File: src/rtl/nmr_qsw_pulse_seq.sv
// nmr_qsw_pulse_seq
//   Q-switch damping pulse sequencer. While EN_QSW is high, each falling edge
//   of ACQ_WND (end of an echo acquisition) launches one QSW_ON pulse with a
//   programmable delay, width and holdoff. Triggers that arrive while a pulse
//   sequence is in flight are dropped and flagged on the sticky ERR_OVERRUN.
//
//   Build option: define QSW_PULSE_COUNT_EN to add the QSW_PULSE_COUNT port
//   and the wrapping pulse counter behind it.
module nmr_qsw_pulse_seq #(
    parameter int DLY_W = 8,
    parameter int WID_W = 8,
    parameter int HLD_W = 8
`ifdef QSW_PULSE_COUNT_EN
    ,
    parameter int CNT_W = 16
`endif
) (
    input  logic             ADC_CLK,
    input  logic             RESET,
    input  logic             EN_QSW,
    input  logic             ACQ_WND,
    input  logic [DLY_W-1:0] DELAY_CNT,
    input  logic [WID_W-1:0] WIDTH_CNT,
    input  logic [HLD_W-1:0] HOLDOFF_CNT,
    output logic             QSW_ON,
    output logic             BUSY,
    output logic             ERR_OVERRUN
`ifdef QSW_PULSE_COUNT_EN
    ,
    output logic [CNT_W-1:0] QSW_PULSE_COUNT
`endif
);

    // One down-counter is shared by DELAY, PULSE and HOLDOFF, so it must hold
    // the widest of the three programmed counts.
    localparam int CW_DW = (DLY_W > WID_W) ? DLY_W : WID_W;
    localparam int CW    = (CW_DW > HLD_W) ? CW_DW : HLD_W;

    typedef enum logic [3:0] {
        S_IDLE    = 4'b0001,
        S_DELAY   = 4'b0010,
        S_PULSE   = 4'b0100,
        S_HOLDOFF = 4'b1000
    } state_t;

    state_t           state;
    state_t           state_nxt;
    logic [CW-1:0]    cnt;
    logic [CW-1:0]    cnt_nxt;
    logic [WID_W-1:0] wid_lat;
    logic [HLD_W-1:0] hld_lat;

    logic acq_s1;
    logic acq_s2;
    logic acq_s3;
    logic acq_fall;
    logic trigger;
    logic en_d;
    logic en_rise;
    logic busy;
    logic qsw_on_nxt;

    // ACQ_WND synchroniser (s1, s2) plus edge-detect flop (s3). All three
    // come out of reset high so a high ACQ_WND never looks like a fall.
    // NOTE: RESET sits in the sensitivity list, so it acts without a clock
    // edge; this is what drops QSW_ON immediately in the middle of a pulse.
    always_ff @(posedge ADC_CLK or posedge RESET) begin
        if (RESET) begin
            acq_s1 <= 1'b1;
            acq_s2 <= 1'b1;
            acq_s3 <= 1'b1;
        end else begin
            // NOTE: non-blocking assignments let each flop sample the previous
            // stage's old value, which is what makes this a shift chain.
            acq_s1 <= ACQ_WND;
            acq_s2 <= acq_s1;
            acq_s3 <= acq_s2;
        end
    end

    assign acq_fall = acq_s3 & ~acq_s2;
    assign trigger  = acq_fall & EN_QSW;

    // Delayed copy of EN_QSW for the rising-edge detect that clears status.
    always_ff @(posedge ADC_CLK or posedge RESET) begin
        if (RESET) begin
            en_d <= 1'b0;
        end else begin
            en_d <= EN_QSW;
        end
    end

    assign en_rise = EN_QSW & ~en_d;

    // FSM state register and the shared down-counter.
    always_ff @(posedge ADC_CLK or posedge RESET) begin
        if (RESET) begin
            state <= S_IDLE;
            cnt   <= '0;
        end else begin
            state <= state_nxt;
            cnt   <= cnt_nxt;
        end
    end

    // Capture width and holdoff at the trigger; delay goes straight into cnt.
    always_ff @(posedge ADC_CLK or posedge RESET) begin
        if (RESET) begin
            wid_lat <= '0;
            hld_lat <= '0;
        end else if ((state == S_IDLE) && trigger) begin
            wid_lat <= WIDTH_CNT;
            hld_lat <= HOLDOFF_CNT;
        end
    end

    // Next-state and counter-load logic. Each phase is loaded with N-1 so it
    // lasts N cycles; HOLDOFF is loaded with N so it lasts N+1 cycles and
    // always gives at least one idle-going cycle.
    always_comb begin
        // NOTE: defaults first so every path assigns both signals and no
        // latch is inferred.
        state_nxt = state;
        cnt_nxt   = cnt;
        unique case (state)
            S_IDLE: begin
                if (trigger) begin
                    if (DELAY_CNT != '0) begin
                        state_nxt = S_DELAY;
                        cnt_nxt   = CW'(DELAY_CNT) - CW'(1);
                    end else if (WIDTH_CNT != '0) begin
                        state_nxt = S_PULSE;
                        cnt_nxt   = CW'(WIDTH_CNT) - CW'(1);
                    end else begin
                        state_nxt = S_HOLDOFF;
                        cnt_nxt   = CW'(HOLDOFF_CNT);
                    end
                end
            end
            S_DELAY: begin
                if (!EN_QSW) begin
                    state_nxt = S_IDLE;
                end else if (cnt == '0) begin
                    if (wid_lat != '0) begin
                        state_nxt = S_PULSE;
                        cnt_nxt   = CW'(wid_lat) - CW'(1);
                    end else begin
                        state_nxt = S_HOLDOFF;
                        cnt_nxt   = CW'(hld_lat);
                    end
                end else begin
                    cnt_nxt = cnt - CW'(1);
                end
            end
            S_PULSE: begin
                if (cnt == '0) begin
                    state_nxt = S_HOLDOFF;
                    cnt_nxt   = CW'(hld_lat);
                end else begin
                    cnt_nxt = cnt - CW'(1);
                end
            end
            S_HOLDOFF: begin
                if (cnt == '0) begin
                    state_nxt = S_IDLE;
                end else begin
                    cnt_nxt = cnt - CW'(1);
                end
            end
            default: begin
                state_nxt = S_IDLE;
                cnt_nxt   = '0;
            end
        endcase
    end

    // Output decode from the current state.
    always_comb begin
        qsw_on_nxt = 1'b0;
        busy       = 1'b1;
        unique case (state)
            S_IDLE:    busy = 1'b0;
            S_DELAY:   qsw_on_nxt = 1'b0;
            S_PULSE:   qsw_on_nxt = 1'b1;
            S_HOLDOFF: qsw_on_nxt = 1'b0;
            default:   busy = 1'b0;
        endcase
    end

    assign BUSY = busy;

    // Registered Q-switch drive, one cycle behind the PULSE state.
    always_ff @(posedge ADC_CLK or posedge RESET) begin
        if (RESET) begin
            QSW_ON <= 1'b0;
        end else begin
            QSW_ON <= qsw_on_nxt;
        end
    end

    // Sticky overrun flag; a new overrun wins over the EN_QSW clear.
    always_ff @(posedge ADC_CLK or posedge RESET) begin
        if (RESET) begin
            ERR_OVERRUN <= 1'b0;
        end else if (trigger && busy) begin
            ERR_OVERRUN <= 1'b1;
        end else if (en_rise) begin
            ERR_OVERRUN <= 1'b0;
        end
    end

`ifdef QSW_PULSE_COUNT_EN
    logic pulse_entry;

    assign pulse_entry = (state_nxt == S_PULSE) && (state != S_PULSE);

    // Wrapping count of PULSE entries, restarted on each EN_QSW rising edge.
    always_ff @(posedge ADC_CLK or posedge RESET) begin
        if (RESET) begin
            QSW_PULSE_COUNT <= '0;
        end else if (en_rise) begin
            QSW_PULSE_COUNT <= pulse_entry ? CNT_W'(1) : '0;
        end else if (pulse_entry) begin
            QSW_PULSE_COUNT <= QSW_PULSE_COUNT + CNT_W'(1);
        end
    end
`else
    // Pulse counter not built in this configuration.
`endif

endmodule

File: config.mk
export PLATFORM = sky130hd
export DESIGN_NAME = nmr_qsw_pulse_seq
export DESIGN_NICKNAME = d
export VERILOG_FILES = /design/src/rtl/nmr_qsw_pulse_seq.sv
export SDC_FILE = /design/constraint.sdc
export NUM_CORES = 1
export LEC_CHECK = 0
export BUFFER_PORTS_ARGS = -buffer_cell sky130_fd_sc_hd__buf_2
export CELL_PAD_IN_SITES_DETAIL_PLACEMENT = 0
export CELL_PAD_IN_SITES_GLOBAL_PLACEMENT = 2
export CORE_MARGIN = 3
export CORE_UTILIZATION = 35
export CTS_CLUSTER_SIZE = 30
export DETAILED_ROUTE_END_ITERATION = 6
export PLACE_DENSITY = 0.87
export REMOVE_ABC_BUFFERS = 1
export SKIP_LAST_GASP = 1
export SYNTH_ARGS = -nofsm -noshare
export SYNTH_HDL_FRONTEND = slang
export SYNTH_SLANG_ARGS = --single-unit
export TNS_END_PERCENT = 5
File: constraint.sdc
create_clock -name ADC_CLK -period 3.4 [get_ports ADC_CLK]
set_clock_uncertainty 0.1 [all_clocks]
set_input_delay 0.68 -clock ADC_CLK [delete_from_list [all_inputs] [get_ports ADC_CLK]]
set_output_delay 0.68 -clock ADC_CLK [all_outputs]
set_load 0.02 [all_outputs]
==> impl_metrics.env <==
export IMPL_grt_overflow_total=0
export IMPL_drt_pass1_iter_count=5
export IMPL_r2r_cells=8
export IMPL_hold_violations=0
export IMPL_power_density_nw_per_um2=691.0
export IMPL_drc=0
export IMPL_hold_path_class="reg2reg"
export IMPL_fin_crit_sh_pct=87.17
export IMPL_nets=342
export IMPL_clock_fmax_mhz=337.4
export IMPL_synth_ff_type="dfrtp_1"
export IMPL_layout_common_cells="dfrtp_1, buf_2, nor2_1"
export IMPL_worst_pin_slew_ns=0.5972
export IMPL_pre_cts_ws_ns=0.5034
export IMPL_fin_cells=388
export IMPL_synthesis_area_um2=2435
export IMPL_cp_max_fo=14
export IMPL_synth_distinct_cells=56
export IMPL_maxCapViolations=0
export IMPL_cp_end_kind="register"
export IMPL_dr_total_vias=2291
export IMPL_clockRootBuffer="clkbuf_8"
export IMPL_antenna_cells=0
export IMPL_arrival_ns=3.02
export IMPL_min_from="acq_s1"
export IMPL_cts_setup_buffers=0
export IMPL_synth_cells=282
export IMPL_hpwl_mm=5.331
export IMPL_dp_cells=380
export IMPL_start_kind="register"
export IMPL_cts_htree_levels=2
export IMPL_routabilityCongestion=0.8965
export IMPL_dieArea_um2=7993
export IMPL_ff_latch_area_um2=855.8
export IMPL_synth_edf_count=0
export IMPL_rows=29
export IMPL_grt_setup_unrepaired="false"
export IMPL_finalPower_mw=1.892
export IMPL_yosys_warnings=0
export IMPL_n_fill_cell=702
export IMPL_insertion_delay_ns=0.29
export IMPL_async_flop_share_pct=100.0
export IMPL_hold_path_depth=0
export IMPL_cts_resized=0
export IMPL_power_leakage_nw=1.120
export IMPL_routed_via_density=5.905
export IMPL_setup_tns_ns=0
export IMPL_yosys_register_bits=34
export IMPL_grt_use_total_pct=18.74
export IMPL_grt_pass1_vias=2210
export IMPL_cts_path_max_buffers=2
export IMPL_port_buffers=30
export IMPL_finalWorstSetupSlack_ns=0.4363
export IMPL_final_core_util_pct=41.92
export IMPL_die_x_um=89.41
export IMPL_period_minus_slack_ns=2.964
export IMPL_required_ns=3.45
export IMPL_post_drt_wl_per_cell_um=18.03
export IMPL_syn2layout_area_growth_pct=12.44
export IMPL_ys_seq_area_share_pct=35.15
export IMPL_ios=31
export IMPL_r2r_end="cnt[1]"
export IMPL_reg2reg_slack_ns=0.44
export IMPL_die_h_um=89.41
export IMPL_start_util_pct=37.28
export IMPL_antenna_found_initial=0
export IMPL_critical_path_startpoint="cnt[0]"
export IMPL_outcome="finished clean"
export IMPL_path_clk_slew_ns=0.07
export IMPL_avgSynthCellArea_um2=8.634
export IMPL_wl_mm=6.994
export IMPL_cts_hold_buf=0
export IMPL_multi_input_area_um2=1463
export IMPL_grt_pass1_wl_mm=11.36
export IMPL_setup_viol=0
export IMPL_antenna_left=0
export IMPL_critical_path_class="reg2reg"
export IMPL_grt_max_degree=35
export IMPL_cts_buffers=5
export IMPL_max_slew_margin_pct=59.63
export IMPL_final_max_slew_viol_count=0
export IMPL_holdPathEnd="acq_s2"
export IMPL_cts_tree="built"
export IMPL_drive_gt1_share_pct=18.65
export IMPL_worstReg2RegStart="cnt[0]"
export IMPL_numClockSinks=34
export IMPL_ir_drop_v=0.0002924
export IMPL_drtIter0Drc=170
export IMPL_core_area_um2=6531
[synthesized netlist by cell type, drive strengths merged (2+ instances only)]
cell type   n  area [um^2]
a2111oi     2        17.52
a211oi      5        37.54
a21oi      12        60.06
a221oi      2        17.52
a31oi       4        25.02
a32oi       3        26.28
and3        2        12.51
buf         4        26.27
clkbuf     10        37.54
dfrtp      30        750.7
dfstp       4        105.1
ha          4        50.05
inv        14        52.55
mux2       14        157.7
mux2i       3        30.03
nand2      19        71.32
nand3       8        40.04
nand3b      3        22.52
nand4       2        12.51
nor2       25        93.84
nor2b       3        18.77
nor3       10        50.05
nor3b       3        22.52
nor4        5        37.53
nor4b       4        35.03
o211ai      5        37.54
o21ai      29        148.9
o22ai       3        18.77
o31a        2        17.52
o31ai       6        45.04
or2         4        25.03
or3         2        12.51
or4         3        22.52
or4b        3        33.78
xnor2       8        70.07
xor2       10        87.58
[stage by stage]
step / hold slack, ns / area, um^2
2_1_floorplan: 0.2452 / 2371
5_1_grt: 0.2648 / 2738
4_1_cts: 0.2623 / 2738
3_3_place_gp: 0.2464 / 2655
3_5_place_dp: 0.2517 / 2655
6_report: 0.2583 / 2738
[report_power, final]
group	internal [mW]	total (mW)	switching, mW
Clock	0.142	0.294	0.152
Sequential	0.557	0.757	0.201
Combinational	0.351	0.840	0.489
Total	1.05	1.89	0.842
[metal layers]
layer	global-route usage (%)	vias up	routed length, um
li1	-	1103	-
met1	26.24	1099	3278
met2	30.27	79	3226
met3	2.120	10	379
met4	5.819	0	110
met5	0	-	0
[worst max-delay path by stage]
| stage | to | cells past startpoint | slack [ns] |
|---|---|---|---|
| after CTS | cnt[1] | 8 | 0.49 |
| after global routing | cnt[1] | 8 | 0.31 |
| after detailed placement | cnt[1] | 8 | 0.50 |
| final | cnt[1] | 8 | 0.44 |
| after global placement | cnt[1] | 8 | 0.53 |
| after floorplan | cnt[1] | 8 | 0.40 |
[cells by family (layout without fill, tap and decap cells)]
group | Yosys count | in the layout | share of synthesized area [%]
mux | 17 | 17 | 7.708
simple gates | 99 | 99 | 21.94
xor+xnor | 18 | 18 | 6.475
buf+inv | 28 | 57 | 4.779
fa+ha+maj | 4 | 4 | 2.056
compound gates | 82 | 82 | 21.89
flops | 34 | 34 | 35.15
[worst max-delay path, cell delays in order (launching register included)]
cell      delay [ns]
dfrtp_1         0.44
inv_1           0.08
ha_1            0.28
or4b_4          0.52
or4_1           0.67
nand2_1         0.24
a21oi_1         0.09
nor4_1          0.30
a221oi_1        0.12
[flip-flops by register name (all words and copies together), names as in the netlist]
register,flops
state,4
QSW_ON,1
ERR_OVERRUN,1
acq_s2,1
cnt,8
acq_s3,1
acq_s1,1
hld_lat,8
en_d,1
wid_lat,8
[area by class of cell]
type	instances	share of cell area, %
multi-input cells	220	53.43
well taps	77	3.519
repair buffers	35	6.856
clock buffers	6	2.651
flip-flops and latches	34	31.26
clock inverters	2	0.3656
inverters	14	1.920
No activity file was read; power rests on OpenSTA's default activity.
